<file path="src/rtl/fft_pkg.sv">
// Shared types and constants for the FFT bin level display path.
package fft_pkg;
  localparam int LEVEL_W   = 8;
  localparam int LEVEL_MAX = 255;

  typedef enum logic [1:0] {
    WAIT_SYNC,
    CAPTURE,
    HOLD
  } cap_state_e;
endpackage

</file>
<file path="src/rtl/fft_bin_levels_bin_power.sv">
// Bin power |re|^2+|im|^2, registered, then shifted and clamped to an 8-bit level.
module bin_power
  import fft_pkg::*;
#(
  parameter int WIDTH = 12,
  parameter int SHIFT = 6,
  parameter int IDX_W = 3
) (
  input  logic                    clk,
  input  logic                    reset_n,
  input  logic                    i_valid,
  input  logic [IDX_W-1:0]        i_idx,
  input  logic signed [WIDTH-1:0] i_re,
  input  logic signed [WIDTH-1:0] i_im,
  output logic                    o_valid,
  output logic [IDX_W-1:0]        o_idx,
  output logic [LEVEL_W-1:0]      o_level
);

  function automatic logic [LEVEL_W-1:0] sat_level(input logic [2*WIDTH-1:0] pwr);
    logic [2*WIDTH-1:0] scaled;
    scaled = pwr >> SHIFT;
    if (scaled > (2*WIDTH)'(LEVEL_MAX)) return LEVEL_W'(LEVEL_MAX);
    return scaled[LEVEL_W-1:0];
  endfunction

  logic signed [2*WIDTH-1:0] w_sq_re_p0;
  logic signed [2*WIDTH-1:0] w_sq_im_p0;
  logic [2*WIDTH-1:0]        w_pwr_p0;
  logic [2*WIDTH-1:0]        r_pwr_p1;
  logic [IDX_W-1:0]          r_idx_p1;
  logic                      r_vld_p1;

  // Squares are non-negative and their sum peaks at 2^(2*WIDTH-1), so unsigned 2*WIDTH holds it.
  assign w_sq_re_p0 = i_re * i_re;
  assign w_sq_im_p0 = i_im * i_im;
  assign w_pwr_p0   = $unsigned(w_sq_re_p0) + $unsigned(w_sq_im_p0);

  // p0 -> p1: registered power
  always_ff @(posedge clk or negedge reset_n) begin
    if (!reset_n) r_vld_p1 <= 1'b0;
    else          r_vld_p1 <= i_valid;
  end

  always_ff @(posedge clk) begin
    r_pwr_p1 <= w_pwr_p0;
    r_idx_p1 <= i_idx;
  end

  assign o_valid = r_vld_p1;
  assign o_idx   = r_idx_p1;
  assign o_level = sat_level(r_pwr_p1);

endmodule

</file>
<file path="src/rtl/fft_bin_levels.sv">
// Captures the first BINS FFT bins per frame into a shadow bank, then commits
// them frame-coherently into peak-hold levels with linear decay.
module fft_bin_levels
  import fft_pkg::*;
#(
  parameter int WIDTH = 12,
  parameter int BINS  = 8,
  parameter int SHIFT = 6,
  parameter int DECAY = 4
) (
  input  logic                    clk,
  input  logic                    reset_n,
  input  logic                    ce,
  input  logic                    sync,
  input  logic signed [WIDTH-1:0] re,
  input  logic signed [WIDTH-1:0] im,
  output logic [BINS*LEVEL_W-1:0] levels,
  output logic                    frame_valid
);

  localparam int               IDX_W    = (BINS > 1) ? $clog2(BINS) : 1;
  localparam logic [IDX_W-1:0] LAST_IDX = IDX_W'(BINS - 1);

  function automatic logic [LEVEL_W-1:0] decay_floor(input logic [LEVEL_W-1:0] lvl);
    if (int'(lvl) > DECAY) return lvl - LEVEL_W'(DECAY);
    return '0;
  endfunction

  function automatic logic [LEVEL_W-1:0] max_level(input logic [LEVEL_W-1:0] a,
                                                   input logic [LEVEL_W-1:0] b);
    return (a > b) ? a : b;
  endfunction

  cap_state_e         r_state;
  cap_state_e         w_state_nxt;
  logic [IDX_W-1:0]   r_idx;
  logic [IDX_W-1:0]   w_idx_nxt;
  logic               w_vld_p0;
  logic [IDX_W-1:0]   w_idx_p0;
  logic               w_vld_p1;
  logic [IDX_W-1:0]   w_idx_p1;
  logic [LEVEL_W-1:0] w_level_p1;
  logic [LEVEL_W-1:0] r_shadow_p2 [BINS];
  logic               r_commit_p2;
  logic [LEVEL_W-1:0] r_levels [BINS];
  logic               r_frame_valid;

  // p0: capture FSM; sync always restarts at bin 0, abandoning any partial frame
  always_ff @(posedge clk or negedge reset_n) begin
    if (!reset_n) begin
      r_state <= WAIT_SYNC;
      r_idx   <= '0;
    end else begin
      r_state <= w_state_nxt;
      r_idx   <= w_idx_nxt;
    end
  end

  always_comb begin
    w_state_nxt = r_state;
    w_idx_nxt   = r_idx;
    w_vld_p0    = 1'b0;
    w_idx_p0    = '0;
    if (ce) begin
      if (sync) begin
        w_vld_p0 = 1'b1;
        if (BINS == 1) begin
          w_state_nxt = HOLD;
          w_idx_nxt   = '0;
        end else begin
          w_state_nxt = CAPTURE;
          w_idx_nxt   = IDX_W'(1);
        end
      end else if (r_state == CAPTURE) begin
        w_vld_p0 = 1'b1;
        w_idx_p0 = r_idx;
        if (r_idx == LAST_IDX) begin
          w_state_nxt = HOLD;
          w_idx_nxt   = '0;
        end else begin
          w_idx_nxt = r_idx + 1'b1;
        end
      end
    end
  end

  bin_power #(
    .WIDTH (WIDTH),
    .SHIFT (SHIFT),
    .IDX_W (IDX_W)
  ) u_bin_power (
    .clk     (clk),
    .reset_n (reset_n),
    .i_valid (w_vld_p0),
    .i_idx   (w_idx_p0),
    .i_re    (re),
    .i_im    (im),
    .o_valid (w_vld_p1),
    .o_idx   (w_idx_p1),
    .o_level (w_level_p1)
  );

  // p1 -> p2: shadow write; only the last bin of an unbroken run can request commit
  always_ff @(posedge clk or negedge reset_n) begin
    if (!reset_n) begin
      for (int i = 0; i < BINS; i++) r_shadow_p2[i] <= '0;
      r_commit_p2 <= 1'b0;
    end else begin
      if (w_vld_p1) r_shadow_p2[w_idx_p1] <= w_level_p1;
      r_commit_p2 <= w_vld_p1 && (w_idx_p1 == LAST_IDX);
    end
  end

  // p2 -> out: commit with peak-hold and floored decay, before a new bin 0 can land
  always_ff @(posedge clk or negedge reset_n) begin
    if (!reset_n) begin
      for (int i = 0; i < BINS; i++) r_levels[i] <= '0;
      r_frame_valid <= 1'b0;
    end else begin
      r_frame_valid <= r_commit_p2;
      if (r_commit_p2) begin
        for (int i = 0; i < BINS; i++)
          r_levels[i] <= max_level(r_shadow_p2[i], decay_floor(r_levels[i]));
      end
    end
  end

  for (genvar g = 0; g < BINS; g++) begin : g_levels
    assign levels[LEVEL_W*g +: LEVEL_W] = r_levels[g];
  end

  assign frame_valid = r_frame_valid;

endmodule
</file>
<file path="config.mk">
export PLATFORM = sky130hd
export DESIGN_NAME = fft_bin_levels
export DESIGN_NICKNAME = d
export VERILOG_FILES = /design/src/rtl/fft_pkg.sv /design/src/rtl/fft_bin_levels_bin_power.sv /design/src/rtl/fft_bin_levels.sv
export SDC_FILE = /design/constraint.sdc
export NUM_CORES = 1
export LEC_CHECK = 0
export ABC_CLOCK_PERIOD_IN_PS = 2830
export CAP_MARGIN = 20
export CORE_MARGIN = 8
export CORE_UTILIZATION = 57
export DETAILED_ROUTE_END_ITERATION = 10
export PLACE_DENSITY_LB_ADDON = 0.25
export SYNTH_ARGS = -nofsm -noshare
export SYNTH_HDL_FRONTEND = slang
export SYNTH_SLANG_ARGS = --single-unit
</file>
<file path="constraint.sdc">
create_clock -name clk -period 2.83 [get_ports clk]
set_input_delay 0.283 -clock clk [delete_from_list [all_inputs] [get_ports clk]]
set_output_delay 0.283 -clock clk [all_outputs]
set_load 0.02 [all_outputs]
</file>
==> impl_metrics.env, run 1 <==
export IMPL_path_common_cell="fa_1"
export IMPL_synth_area_per_cell_um2=9.39
export IMPL_slew_violations=0
export IMPL_synth_async_reset_ratio_pct=86.6
export IMPL_cp_depth=22
export IMPL_yosysMostFrequentCell="inv_1"
export IMPL_tightestPinTransition_ps=1000
export IMPL_synth_edf_count=0
export IMPL_crit_family="adder cells"
export IMPL_synth_cell_types=60
export IMPL_yosysSeqAreaShare_pct=20.6
export IMPL_cts_made_buffers=17
export IMPL_r2r_slack_ps=-250
export IMPL_avgRoutedWirePerCell_um=18.0
export IMPL_reg2reg_depth=14
export IMPL_rsz0062_at_grt="yes"
export IMPL_critical_path_required_ps=3140
export IMPL_synth_xor_area_share_pct=3.01
export IMPL_die_h_um=197
export IMPL_htreeDepth=4
export IMPL_cp_buffers_inverters=8
export IMPL_syn_inst=1982
export IMPL_min_path_type="input port to async pin"
export IMPL_final_nets=2837
export IMPL_synth_flop_cell="dfrtp_1"
export IMPL_clk_path_buf_depth=2
export IMPL_period_share_pct=203
export IMPL_synthTopCellsByArea="fa_1 30%, dfrtp_1 18%, ha_1 11%"
export IMPL_worst_slack_ps=-2930
export IMPL_outcome="complete, but fails checks"
export IMPL_grt_max_degree=99
export IMPL_wirelength_mm=50.5
export IMPL_n_antenna_cell=0
export IMPL_io_pins=93
export IMPL_core_area_um2=32400
export IMPL_clk_insertion_delay_late_ps=430
export IMPL_cap_violations=0
export IMPL_synth_compound_area_share_pct=9.75
export IMPL_worst_setup_path_start_kind="input port"
export IMPL_nFillCells=1979
export IMPL_yosys_area_top_type="fa_1"
export IMPL_r2r_start="levels[10]$_DFFE_PN0P_"
export IMPL_grt_usage_pct=25.1
export IMPL_final_min_clock_period_ps=5760
export IMPL_synth_area_um2=18600
export IMPL_violations="negative setup slack"
export IMPL_clock_root_buffer="clkbuf_16"
export IMPL_grt_overflow_total=0
export IMPL_synth_nets=2459
export IMPL_final_area_um2=25000
export IMPL_layout_drive_gt1_share_pct=31.7
export IMPL_first_pass_iters=5
export IMPL_max_slew_margin_pct=33.0
export IMPL_dp_hpwl_mm=36.5
export IMPL_die_x_um=197
export IMPL_cpMaxStageDelayCell="fa_1"
export IMPL_cpPeakStageDelay_ps=570
export IMPL_fmax_ghz=0.174
export IMPL_port_buffers=92
export IMPL_drt_initial_drc_count=896
export IMPL_final_setup_tns_ps=-47390
export IMPL_grt_pass1_wl_mm=79.2
export IMPL_clkSinkCount=157
export IMPL_synth_mux_area_share_pct=0.565
export IMPL_dieArea_um2=38700
export IMPL_area_growth_pct=34.2
export IMPL_cp_cell_sequence="buf_8 > buf_6 > buf_6 > and2_4 > fa_1 > inv_1 > fa_1 > inv_1 > fa_1 > fa_1 > fa_1 > fa_1 > inv_2 > fa_1 > inv_2 > ha_4 > and3_4 > a2111oi_4 > buf_4 > nor2_4 > a311o_1 > xor2_1"
export IMPL_synth_common_cells="399 x inv_1, 279 x fa_1, 170 x ha_1, 157 x nand2_1, 136 x dfrtp_1"
export IMPL_place_congestion=0.918
export IMPL_grt_pass1_vias=16300
export IMPL_synth_top_family_by_area="adder cells"
export IMPL_worstSetupPathType="input port to flop"
export IMPL_post_route_drc_count=0
export IMPL_place_area_um2=22200
export IMPL_fp_row_count=66
export IMPL_routed_via_density=5.44
export IMPL_hold_viol=0
export IMPL_worst_setup_path_end_kind="flop"
export IMPL_drtAntennaViolNets=0
export IMPL_reg2reg_to="levels[15]$_DFFE_PN0P_"
export IMPL_synth_simple_gate_area_share_pct=15.2
export IMPL_antenna_found_initial=1
export IMPL_synth_top_area_share_pct=30.0
export IMPL_cts_tree="built"
export IMPL_ys_warn_count=0
export IMPL_critical_path_arrival_ps=6070
export IMPL_yosys_area_share_adder_pct=41.5
export IMPL_route_vias_total=15300
export IMPL_start_util_pct=57.5
export IMPL_path_max_fanout=4
export IMPL_skew_ps=13.5
export IMPL_ys_ff_latch=157
export IMPL_clkTransAtPathRegs_ps=70
export IMPL_setup_violations=31
## repair_timing
action                                  CTS  global route
endpoints found under the hold margin    58             0
resized for setup                       264           244
endpoints found under the setup margin   76            82
setup buffers                            30            47
pin swaps                               109           145
hold buffers                              1             0
cloned                                    9             1
## per-stage QoR
| stage | cells | hold WS [ps] | util (%) | setup slack [ps] |
|---|---|---|---|---|
| after global routing | 2815 | 466 | 77.1 | -3070 |
| after floorplan | 1982 | -12.6 | - | -2960 |
| after CTS | 2773 | 429 | 73.0 | -2910 |
| after global placement | 2701 | 308 | 68.7 | -3700 |
| after detailed placement | 2701 | 311 | 68.7 | -3820 |
| final | 2815 | 412 | 77.1 | -2930 |
## cell usage in the layout (no fill, tap or decap), types with 36 or more instances in the layout
cell type / count
dfrtp_1: 122
nor2_1: 104
fa_1: 255
and2_1: 41
a21o_1: 37
buf_6: 59
nand2_1: 117
clkdlybuf4s50_1: 67
inv_1: 345
inv_2: 51
ha_4: 49
a21oi_1: 51
buf_4: 270
xnor2_1: 39
ha_1: 115
o21ai_0: 36
## flip-flops by register name, indices dropped and copies added (netlist names)
register	cells
u_bin_power.o_valid	1
levels	64
r_commit_p2	1
u_bin_power.r_pwr_p1	18
r_state	2
u_bin_power.o_idx	3
r_idx	3
r_shadow_p2	64
frame_valid	1
## area by class of cell
class,instances,area (um2),share of cell area [%]
clock buffer,20,447,1.79
tap,442,553,2.22
inverter,400,1510,6.07
sequential,157,3840,15.4
multi-input combinational,1361,14700,58.9
clock inverter,12,161,0.647
timing repair buffer,423,3750,15.0
## worst max path at each step
stage / start / to / slack (ps)
after floorplan: re[2] / u_bin_power.r_pwr_p1[23]$_DFF_P_ / -2960
after global placement: re[10] / u_bin_power.r_pwr_p1[23]$_DFF_P_ / -3700
after detailed placement: re[10] / u_bin_power.r_pwr_p1[23]$_DFF_P_ / -3820
after CTS: re[1] / u_bin_power.r_pwr_p1[23]$_DFF_P_ / -2910
after global routing: re[11] / u_bin_power.r_pwr_p1[22]$_DFF_P_ / -3070
final: im[1] / u_bin_power.r_pwr_p1[16]$_DFF_P_ / -2930
## per-layer routing
metal | vias to the layer above | track usage, % | routed length [um]
li1 | 7052 | - | -
met2 | 505 | 46.1 | 26500
met3 | 142 | 2.88 | 2460
met4 | 2 | 8.19 | 1830
met1 | 7616 | 30.3 | 19700
met5 | - | 0 | 12
## worst reg2reg max path, cell delays in order (launching register included)
cell,delay (ps)
dfrtp_2,440
inv_2,80
ha_4,140
a21oi_4,40
nor4b_4,310
nand2b_4,220
ha_4,200
nor2b_4,130
o21a_1,190
o21a_1,190
o21ai_2,170
or3b_4,430
buf_12,140
a21o_1,140
a31oi_1,170
## logic make-up (layout without fill, tap and decap cells)
group           Yosys count  count (layout)
simple gates            566             568
buf+inv                 466             855
fa+ha+maj               449             449
compound gates          270             270
flops                   157             157
xor+xnor                 64              64
mux                      10              10
Power of run 1 is not shown: default switching activity piles up to over one toggle a cycle in this logic, so the estimate is an artifact.
==> inputs of run 2 (changes only) <==
Settings changed: CORE_UTILIZATION 57 to 45.
==> impl_metrics.env, run 2 (synthesis gave the netlist of run 1 again) <==
export IMPL_wirelength_mm=47.3
export IMPL_clk_path_buf_depth=2
export IMPL_r2r_slack_ps=-150
export IMPL_place_congestion=0.882
export IMPL_final_min_clock_period_ps=5720
export IMPL_io_pins=93
export IMPL_clkSinkCount=157
export IMPL_first_pass_iters=5
export IMPL_htreeDepth=4
export IMPL_grt_pass1_wl_mm=77.5
export IMPL_clock_root_buffer="clkbuf_16"
export IMPL_grt_overflow_total=0
export IMPL_layout_commonest_cell="inv_1"
export IMPL_die_h_um=219
export IMPL_antenna_found_initial=1
export IMPL_nFillCells=3312
export IMPL_tightestPinTransition_ps=884
export IMPL_setup_violations=26
export IMPL_cts_made_buffers=17
export IMPL_worst_setup_path_start_kind="input port"
export IMPL_port_buffers=92
export IMPL_dp_hpwl_mm=37.0
export IMPL_register_area_um2=3840
export IMPL_route_vias_total=14800
export IMPL_fmax_ghz=0.175
export IMPL_cts_tree="built"
export IMPL_period_share_pct=202
export IMPL_outcome="complete, but fails checks"
export IMPL_post_route_drc_count=0
export IMPL_clk_insertion_delay_late_ps=430
export IMPL_final_nets=2858
export IMPL_clkTransAtPathRegs_ps=80
export IMPL_max_slew_margin_pct=41.1
export IMPL_slew_violations=0
export IMPL_critical_path_required_ps=3160
export IMPL_drtAntennaViolNets=0
export IMPL_most_common_layout_cells="345 x inv_1, 281 x buf_4, 251 x fa_1, 126 x ha_1, 126 x dfrtp_1"
export IMPL_avgRoutedWirePerCell_um=16.2
export IMPL_die_x_um=219
export IMPL_grt_pass1_vias=15800
export IMPL_drt_initial_drc_count=749
export IMPL_min_path_type="input port to async pin"
export IMPL_worstSetupPathType="input port to flop"
export IMPL_cap_violations=0
export IMPL_multi_input_area_um2=14500
export IMPL_routed_via_density=5.07
export IMPL_area_growth_pct=35.0
export IMPL_skew_ps=14.3
export IMPL_worst_slack_ps=-2890
export IMPL_fp_row_count=74
export IMPL_dieArea_um2=48100
export IMPL_grt_usage_pct=19.6
export IMPL_reg2reg_depth=14
export IMPL_path_max_fanout=7
export IMPL_violations="negative setup slack"
export IMPL_core_area_um2=40800
export IMPL_worst_setup_path_end_kind="flop"
export IMPL_start_util_pct=45.6
export IMPL_rsz0062_at_grt="yes"
export IMPL_layout_drive_gt1_share_pct=31.2
export IMPL_n_antenna_cell=0
export IMPL_final_core_util_pct=61.5
export IMPL_critical_path_arrival_ps=6050
export IMPL_grt_max_degree=85
export IMPL_hold_viol=0
[run 2: worst paths after layout]
check                                                 start                          endpoint
worst max-delay path                                 re[11]  u_bin_power.r_pwr_p1[23]$_DFF_P_
max in group asynchronous                           reset_n            levels[58]$_DFFE_PN0P_
worst min register to register  r_shadow_p2[32]$_DFFE_PN0P_       r_shadow_p2[32]$_DFFE_PN0P_
min in group clk                r_shadow_p2[32]$_DFFE_PN0P_       r_shadow_p2[32]$_DFFE_PN0P_
worst max register to register       levels[10]$_DFFE_PN0P_            levels[11]$_DFFE_PN0P_
worst min-delay path                                reset_n            levels[36]$_DFFE_PN0P_
[run 2: metrics by stage]
step                setup slack, ps  hold WS [ps]  area (um2)  instances  TNS [ps]
floorplan                     -2960         -12.6       19400       1982    -44700
global placement              -3620           322       22600       2809    -59720
detailed placement            -3720           331       22600       2809    -61930
CTS                           -2880           446       24100       2903    -45790
global route                  -3050           477       25100       2926    -50260
finish                        -2890           423       25100       2926    -45620
[run 2: repair_timing]
action | in CTS | in global routing
endpoints found under the setup margin | 58 | 82
hold buffers | 1 | 0
buffers inserted | 58 | 32
hold endpoints to repair | 66 | 0
resized for setup | 258 | 230
gates cloned | 5 | 2
pin swaps | 129 | 115
[run 2: critical path, stage by stage]
cell     delay (ps)
buf_12          110
buf_12          130
and2_4          150
fa_2            560
fa_1            550
inv_2            40
fa_1            500
fa_1            560
inv_2            60
fa_1            470
fa_1            490
inv_1            50
fa_1            490
inv_2            50
ha_4            240
a21oi_4         150
o21ai_2          70
or3_1           340
o21ba_4         260
nor3_4           40
o31a_1          280
a21o_1          150
[run 2: metal layers]
metal	GRT usage, %	wire [um]	vias to the layer above
met4	4.52	806	2
met2	35.5	24200	328
met5	0	13	-
met1	24.9	20500	7329
li1	-	-	7105
met3	2.01	1810	62
[run 2: final cells by class]
type | count | share of cell area [%]
sequential | 157 | 15.3
multi-input combinational | 1361 | 57.6
inverter | 400 | 6.04
timing repair buffer | 444 | 16.1
clock inverter | 15 | 0.643
clock buffer | 17 | 1.69
tap | 532 | 2.65
Power of run 2 is left out for the same reason.
